## config.mk

```make
export PLATFORM = sky130hd
export DESIGN_NAME = decode_stage_flat
export DESIGN_NICKNAME = d
export VERILOG_FILES = /design/src/rtl/decode_pkg.sv /design/src/rtl/decode_if.sv /design/src/rtl/instr_classify.sv /design/src/rtl/decode_stage.sv /design/src/flat_wrapper.sv
export SDC_FILE = /design/constraint.sdc
export NUM_CORES = 1
export LEC_CHECK = 0
export CAP_MARGIN = 10
export CORE_AREA = 2 2 51 65
export DETAILED_ROUTE_END_ITERATION = 8
export DIE_AREA = 0 0 53 67
export HOLD_SLACK_MARGIN = 0.08
export PLACE_DENSITY = 0.83
export RECOVER_POWER = 50
export SLEW_MARGIN = 30
export SYNTH_ARGS = -nofsm -noshare
export SYNTH_HDL_FRONTEND = slang
export SYNTH_SLANG_ARGS = --single-unit
```

## constraint.sdc

```tcl
create_clock -name clk -period 3.81 [get_ports clk]
set_clock_uncertainty 0.15 [all_clocks]
set_input_delay 0.5715 -clock clk [delete_from_list [all_inputs] [get_ports clk]]
set_output_delay 0.5715 -clock clk [all_outputs]
set_load 0.02 [all_outputs]
```

## src/rtl/decode_pkg.sv

```systemverilog
// decode_pkg
//   Shared types for the registered instruction decode stage: the instruction
//   class enum, the 5-bit class match patterns (value/mask pairs) with a helper
//   that maps class bits to a class, and the decoded_t field bundle.
//   decoded_t fields are sized to generous maxima so the struct can live in
//   the package; users zero-extend into it and slice their own widths back out.
package decode_pkg;

  localparam int CLS_W    = 5;
  localparam int MAX_RW   = 16;
  localparam int MAX_IMMW = 32;

  typedef enum logic [2:0] {
    RR3,
    RR2,
    JMP,
    R1,
    LDI,
    EXT,
    ILL
  } instr_class_e;

  // Class patterns: a class matches when (bits & MSK) == PAT.
  localparam logic [CLS_W-1:0] PAT_RR3  = 5'b00000;
  localparam logic [CLS_W-1:0] MSK_RR3  = 5'b11000;
  localparam logic [CLS_W-1:0] PAT_RR2  = 5'b01000;
  localparam logic [CLS_W-1:0] MSK_RR2  = 5'b11000;
  localparam logic [CLS_W-1:0] PAT_JMPA = 5'b10000;
  localparam logic [CLS_W-1:0] MSK_JMPA = 5'b11110;
  localparam logic [CLS_W-1:0] PAT_JMPB = 5'b10010;
  localparam logic [CLS_W-1:0] PAT_R1   = 5'b10100;
  localparam logic [CLS_W-1:0] MSK_R1   = 5'b11100;
  localparam logic [CLS_W-1:0] PAT_LDI  = 5'b11000;
  localparam logic [CLS_W-1:0] PAT_EXT  = 5'b11001;

  typedef struct packed {
    logic [MAX_RW-1:0]   reg0;
    logic [MAX_RW-1:0]   reg1;
    logic [MAX_IMMW-1:0] imm;
    logic                use_imm;
    logic                illegal;
  } decoded_t;

  function automatic instr_class_e classify_bits(input logic [CLS_W-1:0] c);
    instr_class_e cls;
    cls = ILL;
    if ((c & MSK_RR3) == PAT_RR3)                   cls = RR3;
    else if ((c & MSK_RR2) == PAT_RR2)              cls = RR2;
    else if (((c & MSK_JMPA) == PAT_JMPA) ||
             (c == PAT_JMPB))                       cls = JMP;
    else if ((c & MSK_R1) == PAT_R1)                cls = R1;
    else if (c == PAT_LDI)                          cls = LDI;
    else if (c == PAT_EXT)                          cls = EXT;
    return cls;
  endfunction

endpackage

```

## src/rtl/decode_if.sv

```systemverilog
// decode_if
//   Bundles the fetch-side handshake, the flush request and the decoded
//   output bus of decode_stage.
//   master : fetch/downstream side (drives in_valid, instr, flush, out_ready)
//   slave  : decode_stage side (drives in_ready, out_valid and all fields)
interface decode_if #(
  parameter int IW   = 9,
  parameter int RW   = 4,
  parameter int IMMW = 8
);
  logic            in_valid;
  logic            in_ready;
  logic [IW-1:0]   instr;
  logic            flush;
  logic            out_valid;
  logic            out_ready;
  logic [RW-1:0]   reg0;
  logic [RW-1:0]   reg1;
  logic [IMMW-1:0] imm;
  logic            use_imm;
  logic            illegal;
  logic [IW-1:0]   instr_q;

  modport master (
    output in_valid, instr, flush, out_ready,
    input  in_ready, out_valid, reg0, reg1, imm, use_imm, illegal, instr_q
  );

  modport slave (
    input  in_valid, instr, flush, out_ready,
    output in_ready, out_valid, reg0, reg1, imm, use_imm, illegal, instr_q
  );
endinterface

```

## src/rtl/instr_classify.sv

```systemverilog
// instr_classify
//   Combinational decode of one instruction word into register indices and
//   an immediate, given the current prefix extension state.
//   i_instr    : instruction word (class bits are i_instr[IW-1 -: 5])
//   i_ext      : stored prefix extension field
//   i_ext_pend : a prefix is pending; otherwise the extension reads as 0
//   o_dec      : decoded fields (zero-extended into decoded_t)
//   o_class    : instruction class
module instr_classify
  import decode_pkg::*;
#(
  parameter int              IW       = 9,
  parameter int              RW       = 4,
  parameter int              IMMW     = 8,
  parameter logic [IMMW-1:0] LDI_BASE = 'h40,
  localparam int             EXTW     = IMMW - 4
) (
  input  logic [IW-1:0]   i_instr,
  input  logic [EXTW-1:0] i_ext,
  input  logic            i_ext_pend,
  output decoded_t        o_dec,
  output instr_class_e    o_class
);

  instr_class_e    w_class;
  logic [EXTW-1:0] w_ext;
  logic [IMMW-1:0] w_ext_imm;
  logic [IMMW-1:0] w_ldi_imm;

  assign w_class   = classify_bits(i_instr[IW-1 -: CLS_W]);
  assign w_ext     = i_ext_pend ? i_ext : '0;
  assign w_ext_imm = {w_ext, i_instr[3:0]};
  assign w_ldi_imm = LDI_BASE | IMMW'(i_instr[3:0]);
  assign o_class   = w_class;

  always_comb begin
    o_dec = '0;
    unique case (w_class)
      RR3: begin
        o_dec.reg0 = MAX_RW'(i_instr[5:3]);
        o_dec.reg1 = MAX_RW'(i_instr[2:0]);
      end
      RR2: begin
        o_dec.reg0 = MAX_RW'(i_instr[3:2]);
        o_dec.reg1 = MAX_RW'(i_instr[1:0]);
      end
      JMP: begin
        o_dec.imm     = MAX_IMMW'(w_ext_imm);
        o_dec.use_imm = 1'b1;
      end
      R1: begin
        o_dec.reg0 = MAX_RW'(i_instr[2:0]);
      end
      LDI: begin
        // A pending prefix replaces the fixed base entirely.
        o_dec.imm     = MAX_IMMW'(i_ext_pend ? w_ext_imm : w_ldi_imm);
        o_dec.use_imm = 1'b1;
      end
      EXT: begin
        // Prefix carries no output fields.
      end
      default: begin
        o_dec.illegal = 1'b1;
      end
    endcase
  end

endmodule

```

## src/rtl/decode_stage.sv

```systemverilog
// decode_stage
//   One-cycle registered instruction decoder between fetch and register read.
//   Accepts an instruction per cycle over valid/ready, holds decoded fields in
//   an output register, and keeps the state of the immediate-extension prefix.
//   clk   : clock, rising edge
//   rst_n : asynchronous active-low reset
//   bus   : decode_if.slave
//     in_valid/in_ready/instr   : instruction input handshake
//     flush                     : drop held output and any pending prefix
//     out_valid/out_ready       : decoded output handshake
//     reg0/reg1/imm/use_imm/illegal/instr_q : decoded fields and raw word
module decode_stage
  import decode_pkg::*;
#(
  parameter int              IW       = 9,
  parameter int              RW       = 4,
  parameter int              IMMW     = 8,
  parameter logic [IMMW-1:0] LDI_BASE = 'h40,
  localparam int             EXTW     = IMMW - 4
) (
  input  logic    clk,
  input  logic    rst_n,
  decode_if.slave bus
);

  decoded_t        w_dec;
  instr_class_e    w_class;
  logic            w_in_ready;
  logic            w_accept;
  logic            w_is_ext;
  logic            w_unused_dec;

  logic            r_vld_p1;
  logic [RW-1:0]   r_reg0_p1;
  logic [RW-1:0]   r_reg1_p1;
  logic [IMMW-1:0] r_imm_p1;
  logic            r_use_imm_p1;
  logic            r_illegal_p1;
  logic [IW-1:0]   r_instr_p1;
  logic            r_ext_pend;
  logic [EXTW-1:0] r_ext_q;

  instr_classify #(
    .IW       (IW),
    .RW       (RW),
    .IMMW     (IMMW),
    .LDI_BASE (LDI_BASE)
  ) u_classify (
    .i_instr    (bus.instr),
    .i_ext      (r_ext_q),
    .i_ext_pend (r_ext_pend),
    .o_dec      (w_dec),
    .o_class    (w_class)
  );

  // Upper bits of the package-wide struct beyond RW/IMMW are always zero.
  assign w_unused_dec = ^w_dec;

  assign w_in_ready = !r_vld_p1 || bus.out_ready;
  assign w_accept   = bus.in_valid && w_in_ready;
  assign w_is_ext   = (w_class == EXT);

  // ---- stage p0 -> p1: decode register and prefix state ----
  always_ff @(posedge clk or negedge rst_n) begin
    if (!rst_n) begin
      r_vld_p1     <= 1'b0;
      r_reg0_p1    <= '0;
      r_reg1_p1    <= '0;
      r_imm_p1     <= '0;
      r_use_imm_p1 <= 1'b0;
      r_illegal_p1 <= 1'b0;
      r_instr_p1   <= '0;
      r_ext_pend   <= 1'b0;
      r_ext_q      <= '0;
    end else if (bus.flush) begin
      // Flush wins over any same-cycle accept; held fields are simply invalidated.
      r_vld_p1   <= 1'b0;
      r_ext_pend <= 1'b0;
    end else if (w_accept) begin
      if (w_is_ext) begin
        // Prefix produces nothing, but the held output may still drain.
        r_ext_q    <= EXTW'(bus.instr[3:0]);
        r_ext_pend <= 1'b1;
        r_vld_p1   <= r_vld_p1 && !bus.out_ready;
      end else begin
        r_vld_p1     <= 1'b1;
        r_reg0_p1    <= w_dec.reg0[RW-1:0];
        r_reg1_p1    <= w_dec.reg1[RW-1:0];
        r_imm_p1     <= w_dec.imm[IMMW-1:0];
        r_use_imm_p1 <= w_dec.use_imm;
        r_illegal_p1 <= w_dec.illegal;
        r_instr_p1   <= bus.instr;
        r_ext_pend   <= 1'b0;
      end
    end else if (bus.out_ready) begin
      r_vld_p1 <= 1'b0;
    end
  end

  assign bus.in_ready  = w_in_ready;
  assign bus.out_valid = r_vld_p1;
  assign bus.reg0      = r_reg0_p1;
  assign bus.reg1      = r_reg1_p1;
  assign bus.imm       = r_imm_p1;
  assign bus.use_imm   = r_use_imm_p1;
  assign bus.illegal   = r_illegal_p1;
  assign bus.instr_q   = r_instr_p1;

endmodule

```

## src/flat_wrapper.sv

```systemverilog
// flat-port wrapper written by rule: the top's interface ports become plain ports
module decode_stage_flat import decode_pkg::*;
#(
  parameter int              IW       = 9,
  parameter int              RW       = 4,
  parameter int              IMMW     = 8,
  parameter logic [IMMW-1:0] LDI_BASE = 'h40,
  localparam int             EXTW     = IMMW - 4
)
  (clk, rst_n, bus_in_valid, bus_instr, bus_flush, bus_out_ready, bus_in_ready, bus_out_valid, bus_reg0, bus_reg1, bus_imm, bus_use_imm, bus_illegal, bus_instr_q);
  decode_if #(.IW(IW), .RW(RW), .IMMW(IMMW)) bus_i ();
  input  logic clk;
  input  logic rst_n;
  input wire logic [$bits(bus_i.in_valid)-1:0] bus_in_valid;
  input wire logic [$bits(bus_i.instr)-1:0] bus_instr;
  input wire logic [$bits(bus_i.flush)-1:0] bus_flush;
  input wire logic [$bits(bus_i.out_ready)-1:0] bus_out_ready;
  output wire logic [$bits(bus_i.in_ready)-1:0] bus_in_ready;
  output wire logic [$bits(bus_i.out_valid)-1:0] bus_out_valid;
  output wire logic [$bits(bus_i.reg0)-1:0] bus_reg0;
  output wire logic [$bits(bus_i.reg1)-1:0] bus_reg1;
  output wire logic [$bits(bus_i.imm)-1:0] bus_imm;
  output wire logic [$bits(bus_i.use_imm)-1:0] bus_use_imm;
  output wire logic [$bits(bus_i.illegal)-1:0] bus_illegal;
  output wire logic [$bits(bus_i.instr_q)-1:0] bus_instr_q;
  assign bus_i.in_valid = bus_in_valid;
  assign bus_i.instr = bus_instr;
  assign bus_i.flush = bus_flush;
  assign bus_i.out_ready = bus_out_ready;
  assign bus_in_ready = bus_i.in_ready;
  assign bus_out_valid = bus_i.out_valid;
  assign bus_reg0 = bus_i.reg0;
  assign bus_reg1 = bus_i.reg1;
  assign bus_imm = bus_i.imm;
  assign bus_use_imm = bus_i.use_imm;
  assign bus_illegal = bus_i.illegal;
  assign bus_instr_q = bus_i.instr_q;
  decode_stage #(.IW(IW), .RW(RW), .IMMW(IMMW), .LDI_BASE(LDI_BASE)) u_core (.clk(clk), .rst_n(rst_n), .bus(bus_i));
endmodule
```

Word level (Yosys, flattened, before mapping)
Index checks and enable logic that the tools add are counted.
- register bits after elaboration: 33
- latch bits: 0
- bits in writable memories: 0
- bits in read-only memories: 0
- input bits: 14
- memories: 0
- $add $sub $neg: 0
- multipliers: 0
- div/mod/pow operators: 0
- $lt $le $gt $ge: 0
- equal/unequal tests: 11
- shift operators: 0
- multiplexer cells: 19
- bitwise logic cells: 2
- reductions and logical operators: 13
- operator list (kind ; count):
    case mux 9 bit (2 select lines) ; 1
    equality test 5 bit (second input constant) ; 3
    2-to-1 mux 3 bit ; 4
    equality test 3 bit (second input constant) ; 3
    case mux 3 bit (3 select lines) ; 1
    2-to-1 mux 1 bit ; 8
    2-to-1 mux 8 bit ; 1
    equality test 3 x 2 -> 1 bit (second input constant) ; 2
    case mux 3 bit (2 select lines) ; 1
    AND reduction 3 bit ; 2
    OR reduction 6 bit ; 1
    zero test 5 bit ; 1
    equality test 4 bit (second input constant) ; 1
    2-to-1 mux 2 bit ; 2
    2-to-1 mux 4 bit ; 1
    equality test 3 x 1 -> 1 bit (second input constant) ; 1
    zero test 3 bit ; 1
    nonzero test 3 bit ; 1
    equality test 2 x 1 -> 1 bit (second input constant) ; 1
    logical AND 1 bit ; 2
    zero test 1 bit ; 2
    logical OR 1 bit ; 2
    NOT 1 bit ; 2
    nonzero test 2 bit ; 1

Depth between registers and ports, before layout
Gate-level depths: netlist of the first run.
- depth after elaboration: 11
- mapped depth: 5

Hierarchy
Synthesis of the first run repeated with hierarchy kept, for this count alone.
- cells, all modules: 165
- area total of the unflattened synthesis: 2028.2 um^2
- by module, submodules not included (module ; times used ; cells each ; area an instance (um^2) ; sequential area each (um^2)):
    decode_stage ; 1 ; 77 ; 1391.3 ; 825.8
    instr_classify ; 1 ; 88 ; 636.9 ; 0.0

Least setup slack after synthesis of the first run
OpenSTA, ideal clock, no wires.
- kind: in2reg
- from: input bus_instr[8]
- to: register u_core.r_reg0_p1[1], in the netlist u_core.bus.reg0[1]
- setup time: 122 ps
- arrival time: 1577 ps
- path slack: 1961 ps
- cell stages on the path: 5
- path buffers: 1
- path through: clkbuf_1 clkinv_1 a211oi_1 a21oi_1 a32o_1
- cells in the longest elaborated chain, start to end: 10
- elaborated cells on any way between the ends: 21
- classes of those cells: eq/ne (9); mux (7); bitwise (1); reduce/logical (4)
- ends and longest elaborated chain (element ; line ; text):
    from (decl) ; flat_wrapper.sv:15 ; input wire logic [$bits(bus_i.instr)-1:0] bus_instr;
    equality test 5 bit ; decode_pkg.sv:53 ; else if (c == PAT_EXT) cls = EXT;
    2-to-1 mux 2 bit ; decode_pkg.sv:53 ;
    2-to-1 mux 2 bit ; decode_pkg.sv:52 ; else if (c == PAT_LDI) cls = LDI;
    2-to-1 mux 3 bit ; decode_pkg.sv:51 ; else if ((c & MSK_R1) == PAT_R1) cls = R1;
    2-to-1 mux 3 bit ; decode_pkg.sv:49 ; else if (((c & MSK_JMPA) == PAT_JMPA) ||
    2-to-1 mux 3 bit ; decode_pkg.sv:48 ; else if ((c & MSK_RR2) == PAT_RR2) cls = RR2;
    2-to-1 mux 3 bit (*) ; decode_pkg.sv:47 ; if ((c & MSK_RR3) == PAT_RR3) cls = RR3;
    equality test 3 bit ; decode_stage.sv:61 ; assign w_is_ext = (w_class == EXT);
    NOT 1 bit (no source line) ; n/a ;
    AND reduction 3 bit (no source line) ; n/a ;
    to (signal assigned) ; decode_stage.sv:87 ; r_reg0_p1 <= w_dec.reg0[RW-1:0];
    to (decl) ; decode_stage.sv:34 ; logic [RW-1:0] r_reg0_p1;
Mark *: on every way between the ends. The rest lies on a longest branch, timed or not.
A chain may end at the register's enable or synchronous reset.

Worst setup path after layout of the first run
- from: input bus_out_ready
- to: output bus_in_ready
- cells in the longest elaborated chain, start to end: 1
- ends and longest elaborated chain (element ; line ; text):
    from (decl) ; flat_wrapper.sv:17 ; input wire logic [$bits(bus_i.out_ready)-1:0] bus_out_ready;
    logical OR 1 bit ; decode_stage.sv:59 ; assign w_in_ready = !r_vld_p1 || bus.out_ready;
    to (decl) ; flat_wrapper.sv:18 ; output wire logic [$bits(bus_i.in_ready)-1:0] bus_in_ready;
No other way between the ends.

==> metrics, run 1 <==
run status=finished with violations; violations in the final reports=capacitance limit, slew limit; endpoint required time on the critical path=3.09 ns; Final #Nets=175; global route overflow=0; Clk pin slew, worst setup/hold paths=0.10 ns; Cell variety after synth=33; wire length of the first global-routing pass=4.857 mm; highest clock frequency the design can meet=0.3660 GHz; clock buffer depth=2; maximum cell stage delay along the critical path=0.57 ns; biggest area consumer among synthesized cells=dfrtp_1; area overhead of the layout relative to synthesis=36.77%; slew at the pin with the worst max-slew slack=1.574 ns; number of placed I/O pins=43; post-layout util=0.6602; Crit-path slowest cell=clkdlybuf4s50_1; share of final-layout standard cells stronger than drive strength 1=0.1235; GRT Resource Usage Total=0.1958; # setup viols final=0; Top FF cell, synth=dfrtp_1; TritonCTS clock tree=done; average cell area after synthesis=11.72 um^2; Cell Rows=22; hold path startpoint=u_core.bus.reg1[0]$_DFFE_PN0P_; Port Buffers=40; global placement routability congestion=0.7546; Antenna Nets Post-Route=0; total leakage power=0.9027 nW; HP Class=reg -> reg; worst relative slew slack=-0.04901; Setup CP Type=in -> out; clock sinks=31; H-tree depth=2; length of the first detailed-routing pass in iterations=4; critical path endpoint category=output port; net switching share of the total power=0.2603; proportion of power drawn by flip-flops and latches=0.427; half-perimeter wire length of the detailed placement result=2.265 mm; RR Startpoint=u_core.bus.out_valid$_DFFE_PN0P_; diodes inserted=0; master cell of the clock root buffer=clkbuf_4; starting density of the core=0.4827; power density cells=472.2 nW/um^2; number of warnings printed during yosys synthesis=0; pin count of the biggest net entering global routing=32; routed via count divided by cell count=5.490; share of synthesized registers carrying an async set or reset=1.000; number of synthesized register bits=31; Max FO, Critical Path=4; largest voltage drop on the vdd net=364.2 uV; kind of cell adding the most delay to the critical path=buffers and inverters; wire length after detailed routing=3.049 mm; part of the total power dissipated in combinational logic=0.220; setup repair after global routing missed its margin=false; Psw=234.5 uW; worst setup path start=bus_out_ready; cell breakdown of the critical path=clkdlybuf4s50_1 -> nor2b_1 -> inv_1 -> clkdlybuf4s50_1; Mapped Cells=119; Via Count=1,087; hold-fix buffers at CTS=0; clock period minus final worst setup slack=2.732 ns; number of fill cells in the layout=222; Arrival @ worst endpoint=2.01 ns; CP Launch Type=input port; die area=3551 um^2; ranking of synthesized cells by instance count=dfrtp_1 (31), nand2_1 (13), o21ai_0 (8), a22o_1 (7), mux2_4 (6); post-CTS setup buffers=0; die height=67 um; clock power share=0.353; area of the core=2890 um^2; routed wire length per instance=15.40 um; most used standard cell by instance count after synthesis=dfrtp_1; critical path buffer and inverter count=3; final-layout setup total negative slack=0 ns; number of buffers created by CTS=5; clock insertion delay at the later pin of the skew report=0.33 ns; number of hold violations in the final report=0; final-report max-slew violation count=32; initial antenna violation count=0; DRC viols=0; cell types occupying the most area after synthesis=dfrtp_1 (56%), mux2_4 (6.5%), a22o_1 (4.4%); number of flops mapped to enable cells by yosys=0; horizontal extent of the die=53 um; post-synthesis instance area=1395 um^2; internal power of the cells=666.4 uW; area fraction of the dominant cell type after synthesis=0.5561; post-cts resize count=0; final critical-path share of the clock period=0.7171; iteration-0 DRC count of the detailed router=31; portion of the post-synthesis area used by sequential elements=0.5561; via count of the first global-routing pass=1,013; cell mode on critical path=clkdlybuf4s50_1; Max-cap violations=1
routing by layer:
| metal | wire length, um | track usage | vias to the layer above |
|---|---|---|---|
| met5 | 0 | 0 | - |
| met3 | 184 | 0.06502 | 8 |
| met4 | 57 | 0.08333 | 0 |
| li1 | - | - | 507 |
| met1 | 1201 | 0.2430 | 533 |
| met2 | 1605 | 0.3078 | 39 |
state kept, by name (all words and copies together) (netlist names):
signal / cells
u_core.r_ext_pend: 1
u_core.r_ext_q: 4
u_core.bus.instr_q: 9
u_core.bus.illegal: 1
u_core.bus.out_valid: 1
u_core.bus.reg0: 3
u_core.bus.reg1: 3
u_core.bus.imm: 8
u_core.bus.use_imm: 1
area by class of cell:
| type | instances | area, um^2 | area share |
|---|---|---|---|
| flip-flops and latches | 31 | 775.7 | 0.4066 |
| repair buffers | 41 | 404.1 | 0.2118 |
| clock buffers | 6 | 41.29 | 0.02164 |
| well taps | 36 | 45.04 | 0.02361 |
| inverters | 5 | 18.77 | 0.009836 |
| clock inverters | 2 | 60.06 | 0.03148 |
| multi-input cells | 77 | 563.0 | 0.2951 |
placed cells by master (no fill, tap or decap), types with 3 or more instances in the layout:
cell type,count
a21oi_1,4
a22o_1,7
clkbuf_4,5
clkdlybuf4s50_1,26
dfrtp_1,31
dlygate4sd3_1,14
inv_1,4
mux2_2,4
mux2_4,6
nand2_1,13
nand2b_1,4
nand3_1,3
nor2_1,3
nor2b_1,3
o21ai_0,8
path summary, 6_finish.rpt:
| path | endpoint | slack, ns | cells after the start |
|---|---|---|---|
| max | bus_in_ready | 1.08 | 4 |
| min in group asynchronous | u_core.bus.instr_q[3]$_DFFE_PN0P_ | 1.02 | 2 |
| min | u_core.bus.reg1[0]$_DFFE_PN0P_ | 0.32 | 2 |
| max in group asynchronous | u_core.bus.reg0[2]$_DFFE_PN0P_ | 1.56 | 2 |
| max reg2reg | u_core.bus.instr_q[5]$_DFFE_PN0P_ | 1.98 | 3 |
| min reg2reg | u_core.bus.reg1[0]$_DFFE_PN0P_ | 0.32 | 2 |
worst reg2reg max path, stage by stage (launching register included):
cell and delay [ns]:
dfrtp_1 0.34, nor2b_1 0.34, a211o_2 0.53, mux2_4 0.35
per-stage QoR:
step                hold WS (ns)  std cells  area (um^2)  total power [mW]  setup slack, ns
detailed placement        0.3064        190         1809            0.5970           0.7915
CTS                       0.3292        198         1911            0.9111            1.065
floorplan                 0.1259        120         1399            0.4958            1.961
global route              0.3409        198         1908            0.9343            1.052
global placement          0.3057        190         1809            0.5915           0.8276
finish                    0.3199        198         1908            0.9009            1.078
logic make-up (layout without fill, tap and decap cells):
logic type      Yosys count  count (layout)  share of synthesized area
buf+inv                  12              54                    0.04393
simple gates             33              33                     0.1300
flops                    31              31                     0.5561
other cells               1               2                   0.002688
mux                      11              11                     0.1040
fa+ha+maj                 1               1                   0.007175
compound gates           30              30                     0.1561
power groups by stage:
stage	Clock, mW	Combinational (mW)	Sequential [mW]
2_1_floorplan	0	0.0681	0.428
3_3_place_gp	0	0.201	0.391
3_5_place_dp	0	0.205	0.392
4_1_cts	0.319	0.206	0.386
5_1_grt	0.334	0.212	0.388
6_report	0.318	0.198	0.385
Power figures use the tool's default switching activity.
==> inputs of run 2 (changes only) <==
Settings changed: CORE_AREA 2 2 51 65 to 2 2 56 71, DIE_AREA 0 0 53 67 to 0 0 58 73, PLACE_DENSITY 0.83 to 0.74.
Clock period 3.81 ns to 2.3 ns, I/O delays scaled along.
==> metrics, run 2 (same netlist as run 1, synthesis figures left out) <==
run status=completed; Antenna Nets Post-Route=0; DRC viols=0; routed wire length per instance=15.08 um; Hold Slack=0.3270 ns; die height=73 um; die area=4234 um^2; CP Launch Type=input port; number of buffers created by CTS=5; Clk pin slew, worst setup/hold paths=0.06 ns; post-placement cell count=205; endpoint required time on the critical path=1.80 ns; diodes inserted=0; Largest register FFs=9; Final #Nets=186; final-layout setup total negative slack=0 ns; share of final-layout standard cells stronger than drive strength 1=0.1696; horizontal extent of the die=58 um; GRT Resource Usage Total=0.1627; largest voltage drop on the vdd net=418.4 uV; Setup CP Type=in -> out; worst path setup slack after routing=0.2323 ns; number of hold violations in the final report=0; HP Class=reg -> reg; commonest cells after routing, fill and taps aside=dfrtp_1 (31), clkdlybuf4s50_1 (27), nand2_1 (13), dlygate4sd3_1 (13), buf_4 (10); Cell Rows=25; pin count of the biggest net entering global routing=32; final critical-path share of the clock period=0.8990; wire length after detailed routing=3.182 mm; area overhead of the layout relative to synthesis=41.88%; slew at the pin with the worst max-slew slack=0.7474 ns; post-cts resize count=0; Max-cap violations=0; worst setup slack after placement=0.1011 ns; clock sinks=31; clock period minus final worst setup slack=2.068 ns; final-report max-slew violation count=0; H-tree depth=2; post-layout util=0.5455; highest clock frequency the design can meet=0.4836 GHz; Port Buffers=40; power density cells=688.6 nW/um^2; wire length of the first global-routing pass=5.188 mm; global route overflow=0; Via Count=1,088; total power draw=1.363 mW; master cell of the clock root buffer=clkbuf_8; critical path endpoint category=output port; worst relative slew slack=0.5017; area of the core=3628 um^2; iteration-0 DRC count of the detailed router=24; post-CTS setup buffers=0; setup repair after global routing missed its margin=false; Max FO, Critical Path=4; number of non-filler instances in the completed layout=211; # setup viols final=0; routed via count divided by cell count=5.156; initial antenna violation count=0; half-perimeter wire length of the detailed placement result=2.421 mm; Design Area, Final=1979 um^2; commonest non-fill, non-tap cell in the layout=dfrtp_1; instance area at placement=1909 um^2; TritonCTS clock tree=done; Arrival @ worst endpoint=1.57 ns; clock buffer depth=2; clock insertion delay at the later pin of the skew report=0.28 ns; hold-fix buffers at CTS=0; length of the first detailed-routing pass in iterations=4; starting density of the core=0.3845; via count of the first global-routing pass=1,092; number of placed I/O pins=43; global placement routability congestion=0.8170; total leakage power=0.9425 nW
==> run 2: changes by cell type in the layout (fill, tap and decap cells not counted), moves of 2 or more <==
cell and change:
clkbuf_4 -5, clkbuf_8 +5, buf_4 +10, bufinv_16 -2
==> run 2: final cells by class <==
class,instances,area [um^2]
Fill cell,327,1649
Sequential cell,31,775.7
Multi-Input combinational cell,77,561.8
Timing Repair Buffer,52,500.5
Clock buffer,6,72.57
Tap cell,40,50.05
Inverter,5,18.77
==> run 2: report_power, final <==
| group | leakage [nW] | switching (mW) | internal (mW) |
|---|---|---|---|
| Clock | 0.0371 | 0.180 | 0.201 |
| Sequential | 0.403 | 0.0319 | 0.606 |
| Combinational | 0.502 | 0.170 | 0.175 |
==> run 2: final timing paths <==
kind / slack, ns / from / cells past startpoint / end
worst min register to register: 0.33 / u_core.bus.reg1[2]$_DFFE_PN0P_ / 2 / u_core.bus.reg1[2]$_DFFE_PN0P_
worst min-delay path: 0.33 / u_core.bus.reg1[2]$_DFFE_PN0P_ / 2 / u_core.bus.reg1[2]$_DFFE_PN0P_
worst max register to register: 0.62 / u_core.bus.out_valid$_DFFE_PN0P_ / 5 / u_core.bus.instr_q[7]$_DFFE_PN0P_
worst max-delay path: 0.23 / bus_out_ready / 4 / bus_in_ready
min in group asynchronous: 0.51 / rst_n / 2 / u_core.bus.instr_q[8]$_DFFE_PN0P_
max in group asynchronous: 1.01 / rst_n / 2 / u_core.r_ext_q[2]$_DFFE_PN0P_
==> run 2: worst max-delay path, stage by stage <==
cell and delay (ns):
clkdlybuf4s50_1 0.45, nor2b_1 0.05, inv_1 0.11, clkdlybuf4s50_1 0.62
==> run 2: routing by layer <==
layer / global-route usage / wire (um) / share of wire
met5: 0 / 0 / 0
met2: 0.2551 / 1626 / 0.51
met1: 0.2025 / 1310 / 0.41
met4: 0.08269 / 64 / 0.020
met3: 0.04787 / 180 / 0.057
